--- src/rtl/arith_pkg.sv ---
// Shared arithmetic-unit types: FSM encoding for the bit-serial subtractor and the default datapath width.
package arith_pkg;

  localparam int ARITH_W = 8;

  typedef enum logic [1:0] {
    S_IDLE = 2'd0,
    S_CALC = 2'd1,
    S_DONE = 2'd2
  } sub_state_t;

endpackage

--- src/rtl/full_subtractor.sv ---
// One-bit full subtractor: d = x - y - bi, bo set when the bit position has to borrow.
module full_subtractor (
  input  logic x,
  input  logic y,
  input  logic bi,
  output logic d,
  output logic bo
);

  assign d  = x ^ y ^ bi;
  assign bo = (~x & y) | (~(x ^ y) & bi);

endmodule

--- src/rtl/serial_subtractor_8bit.sv ---
// Bit-serial a - b - bin: one bit per cycle, result valid WIDTH+1 cycles after accept.
// Accepts only in IDLE; result is held in DONE until out_ready.
module serial_subtractor_8bit
  import arith_pkg::*;
#(
  parameter int WIDTH = ARITH_W,
  parameter int CNT_W = $clog2(WIDTH)
) (
  input  logic             clk,
  input  logic             rst,
  input  logic             in_valid,
  output logic             in_ready,
  input  logic [WIDTH-1:0] a,
  input  logic [WIDTH-1:0] b,
  input  logic             bin,
  output logic             out_valid,
  input  logic             out_ready,
  output logic [WIDTH-1:0] diff,
  output logic             bout,
  output logic             ovf
);

  sub_state_t       state_q, state_d;
  logic [CNT_W-1:0] cnt_q, cnt_d;
  logic [WIDTH-1:0] a_q, a_d;
  logic [WIDTH-1:0] b_q, b_d;
  logic [WIDTH-1:0] res_q, res_d;
  logic [WIDTH-1:0] diff_q, diff_d;
  logic             brw_q, brw_d;
  logic             bout_q, bout_d;
  logic             ovf_q, ovf_d;
  logic             amsb_q, amsb_d;
  logic             bmsb_q, bmsb_d;
  logic             fs_d, fs_bo;

  full_subtractor u_fs (
    .x  (a_q[0]),
    .y  (b_q[0]),
    .bi (brw_q),
    .d  (fs_d),
    .bo (fs_bo)
  );

  always_comb begin
    state_d   = state_q;
    cnt_d     = cnt_q;
    a_d       = a_q;
    b_d       = b_q;
    res_d     = res_q;
    diff_d    = diff_q;
    brw_d     = brw_q;
    bout_d    = bout_q;
    ovf_d     = ovf_q;
    amsb_d    = amsb_q;
    bmsb_d    = bmsb_q;
    in_ready  = 1'b0;
    out_valid = 1'b0;
    case (state_q)
      S_IDLE: begin
        in_ready = 1'b1;
        if (in_valid) begin
          a_d     = a;
          b_d     = b;
          brw_d   = bin;
          amsb_d  = a[WIDTH-1];
          bmsb_d  = b[WIDTH-1];
          cnt_d   = '0;
          state_d = S_CALC;
        end
      end
      S_CALC: begin
        a_d   = a_q >> 1;
        b_d   = b_q >> 1;
        brw_d = fs_bo;
        res_d = {fs_d, res_q[WIDTH-1:1]};
        cnt_d = cnt_q + CNT_W'(1);
        // diff/bout/ovf only change here, so they stay stable through DONE and IDLE
        if (cnt_q == CNT_W'(WIDTH - 1)) begin
          diff_d  = res_d;
          bout_d  = fs_bo;
          ovf_d   = (amsb_q ^ bmsb_q) & (fs_d ^ amsb_q);
          state_d = S_DONE;
        end
      end
      S_DONE: begin
        out_valid = 1'b1;
        if (out_ready) state_d = S_IDLE;
      end
      default: state_d = S_IDLE;
    endcase
  end

  always_ff @(posedge clk or posedge rst) begin
    if (rst) begin
      state_q <= S_IDLE;
      cnt_q   <= '0;
      a_q     <= '0;
      b_q     <= '0;
      res_q   <= '0;
      diff_q  <= '0;
      brw_q   <= 1'b0;
      bout_q  <= 1'b0;
      ovf_q   <= 1'b0;
      amsb_q  <= 1'b0;
      bmsb_q  <= 1'b0;
    end else begin
      state_q <= state_d;
      cnt_q   <= cnt_d;
      a_q     <= a_d;
      b_q     <= b_d;
      res_q   <= res_d;
      diff_q  <= diff_d;
      brw_q   <= brw_d;
      bout_q  <= bout_d;
      ovf_q   <= ovf_d;
      amsb_q  <= amsb_d;
      bmsb_q  <= bmsb_d;
    end
  end

  assign diff = diff_q;
  assign bout = bout_q;
  assign ovf  = ovf_q;

endmodule

--- config.mk ---
export PLATFORM = sky130hd
export DESIGN_NAME = serial_subtractor_8bit
export DESIGN_NICKNAME = d
export VERILOG_FILES = /design/src/rtl/arith_pkg.sv /design/src/rtl/full_subtractor.sv /design/src/rtl/serial_subtractor_8bit.sv
export SDC_FILE = /design/constraint.sdc
export NUM_CORES = 1
export LEC_CHECK = 0
export ABC_CLOCK_PERIOD_IN_PS = 2300
export CORE_UTILIZATION = 56
export CTS_CLUSTER_DIAMETER = 80
export DETAILED_ROUTE_END_ITERATION = 8
export GPL_ROUTABILITY_DRIVEN = 1
export PLACE_DENSITY = 0.84
export SYNTH_ARGS = -nofsm -noshare
export SYNTH_HDL_FRONTEND = slang
export SYNTH_SLANG_ARGS = --single-unit
--- constraint.sdc ---
create_clock -name clk -period 2.3 [get_ports clk]
set_input_delay 0.46 -clock clk [delete_from_list [all_inputs] [get_ports clk]]
set_output_delay 0.46 -clock clk [all_outputs]
set_load 0.02 [all_outputs]
==> impl_metrics.tcl <==
set metrics [dict create \
    diodes 0 \
    io_pins 33 \
    synth_cells 177 \
    avgRoutedWirePerCell_um 15.25 \
    grt_pass1_vias 1492 \
    area_growth_pct 22.38 \
    cp_top_family "buffers and inverters" \
    io_buffers 32 \
    die_x_um 59.91 \
    worst_setup_path_end_kind "output port" \
    rows 20 \
    clkPwrFrac_pct 12.6 \
    layout-drive-gt1-share_pct 11.79 \
    avgSynthCellArea_sq_um 10.61 \
    cap_violations 0 \
    finalSetupTns_ns 0 \
    slew_headroom_pct 51.48 \
    worst-path-buf-inv 2 \
    crit_required_ns 1.84 \
    reg2regPathDepth 4 \
    fmax_mhz 497.1 \
    syn_nets 201 \
    r2r_end "cnt_q[1]$_DFFE_PP0P_" \
    drtIter0Drc 68 \
    drc 0 \
    status "complete, no violations" \
    final_nets 236 \
    cts_tree "built" \
    synth.top_cells.by_count "dfrtp_1, nand2_1, o21ai_0" \
    timing.final.crit_share_pct 87.46 \
    synth_edf_count 0 \
    htreeDepth 2 \
    initial_core_util_pct 60.04 \
    grt_max_degree 29 \
    post_cts_resized 0 \
    vdd_ir_drop_max_v 0.0006134 \
    grt_pass1_wl_mm 6.679 \
    die_area_sq_um 3589 \
    leakagePower_uw 0.001068 \
    post-route-min-period_ns 2.012 \
    cts_setup_buffers 0 \
    crit_type "flop to output port" \
    synth_top_cell_by_area "dfrtp_1" \
    viasPerCell 5.574 \
    finalHoldViolCount 0 \
    cts_buffers 5 \
    ant_nets 0 \
    p_sw_share_pct 36.95 \
    critPathLaunchType "flop" \
    grt-ovfl-total 0 \
    hold_path.class "input port to async pin" \
    rsz0062_at_grt "no" \
    final_util_pct 73.48 \
    p_comb_share_pct 43.7 \
    antenna_found_initial 0 \
    syn_area_sq_um 1878 \
    synthTopCellsByArea "dfrtp_1, nand2_1, o21ai_0" \
    finalSetupViolations 0 \
    clock-sinks 41 \
    ys_ff_latch 41 \
    reg2reg_slack_ns 0.66 \
    synthArstFlopShare_pct 100.0 \
    powerDensity_nw_per_um2 1220 \
    clk_latency_ns 0.34 \
    yosysMostFrequentCell "dfrtp_1" \
    grt.total_usage_pct 25.80 \
    wl_mm 3.905 \
    switching_power_uw 1036 \
    dp_hpwl_mm 2.966 \
    clock_path_buffers 2 \
    path_cells "nand2b_1 -> inv_1 -> clkdlybuf4s50_1" \
    ys_dominant_reg_cell "dfrtp_1" \
    r2r-start "state_q[0]$_DFFE_PP0P_" \
    core_sq_um 3128 \
    drv_slew 0 \
    crit_path_max_fanout 3 \
    seq_area_frac_synth_pct 54.63 \
    critPathArrivalTime_ns 1.55 \
    p_int_uw 1768 \
    vias 1427 \
    die_y_um 59.91 \
    cts_hold_buffers 0 \
    synth_warnings 0 \
    ys_types 25 \
    crit_slowest_cell "clkdlybuf4s50_1" \
    drt_first_pass_iters 4 \
    ctsRootBufferMaster "clkbuf_4" \
    finClkSkew_ns 0.007617 \
    yosys.area.top_type_share_pct 54.63 \
    p_seq_share_pct 43.6 \
    path_clk_slew_ns 0.11 \
    finalWeightedCongestion 0.7889 \
    max_stage_delay_ns 0.59 \
    worst_slew_pin_slew_ns 0.7263 \
]
==> worst register-to-register path, delay by kind of cell, from the launching register on <==
kind                   cells  cell delay [ns]
AND/OR/NAND/NOR            1             0.49
buffers and inverters      2             0.54
AO/OA/AOI/OAI              1             0.16
flip-flops                 1             0.39
==> cells by family (layout without fill, tap and decap cells) <==
kind of cell,count (synthesis),in the layout,share of synthesized area (%)
muxes,10,10,6.995
buffers and inverters,16,51,4.530
and+or+nand+nor,56,56,15.59
AOI/OAI and AO/OA,51,51,15.86
DFF,41,41,54.63
adders and majority gates,3,3,2.398
==> flip-flops by register name, indices dropped and copies added, names as in the netlist <==
signal   flops
diff         8
bmsb_q       1
a_q          8
b_q          8
state_q      2
brw_q        1
bout         1
res_q        7
amsb_q       1
ovf          1
cnt_q        3
==> layer usage <==
metal / share of wire [%] / GRT usage [%] / vias up
li1: - / - / 674
met1: 44 / 33.33 / 709
met2: 51 / 42.86 / 33
met3: 2.7 / 4.113 / 11
met4: 2.7 / 11.30 / 0
met5: 0 / 0 / -
==> power groups by stage <==
stage / Combinational [uW] / Sequential, uW / Clock [uW]
detailed placement: 1240 / 1240 / 0
floorplan: 744 / 1280 / 0
CTS: 1230 / 1220 / 363
finish: 1230 / 1220 / 354
global route: 1370 / 1260 / 385
global placement: 1150 / 1210 / 0
==> placed cells by master, fill, tap and decap left out, types with 5 or more instances in the layout <==
cell type / netlist / routed
nand2_1: 33 / 33
dfrtp_1: 41 / 41
a22oi_1: 10 / 10
clkbuf_4: 0 / 5
o21ai_0: 21 / 21
mux2_4: 5 / 5
clkdlybuf4s50_1: 0 / 32
buf_4: 2 / 8
nor2b_1: 13 / 13
mux2_2: 5 / 5
a21oi_1: 15 / 15
==> area by class of cell <==
class | count | area (sq um)
clock buffers | 7 | 55.05
fillers | 235 | 829.5
inverters | 4 | 15.01
multi-input cells | 120 | 767.0
flip-flops and latches | 41 | 1026
well taps | 44 | 55.05
repair buffers | 40 | 380.4
==> through the flow <==
stage	total power, uW	instance area [sq um]	hold slack [ns]	worst slack (ns)	std cells
3_5_place_dp	2473	2243	0.4792	0.2475	249
3_3_place_gp	2362	2243	0.4626	0.3976	249
4_1_cts	2819	2298	0.4450	0.2812	256
6_report	2804	2298	0.4354	0.2885	256
2_1_floorplan	2024	1878	0.4459	0.8268	177
5_1_grt	3009	2298	0.4849	0.2332	256
==> worst max path at each step <==
stage / start / endpoint / slack (ns) / cells after the start
6_report: state_q[0]$_DFFE_PP0P_ / out_valid / 0.29 / 3
5_1_grt: state_q[0]$_DFFE_PP0P_ / out_valid / 0.23 / 3
4_1_cts: state_q[0]$_DFFE_PP0P_ / out_valid / 0.28 / 3
3_5_place_dp: in_valid / b_q[2]$_DFFE_PP0P_ / 0.25 / 4
3_3_place_gp: in_valid / cnt_q[2]$_DFFE_PP0P_ / 0.40 / 3
2_1_floorplan: state_q[1]$_DFFE_PP0P_ / in_ready / 0.83 / 3
(Power assumes the default switching activity.)
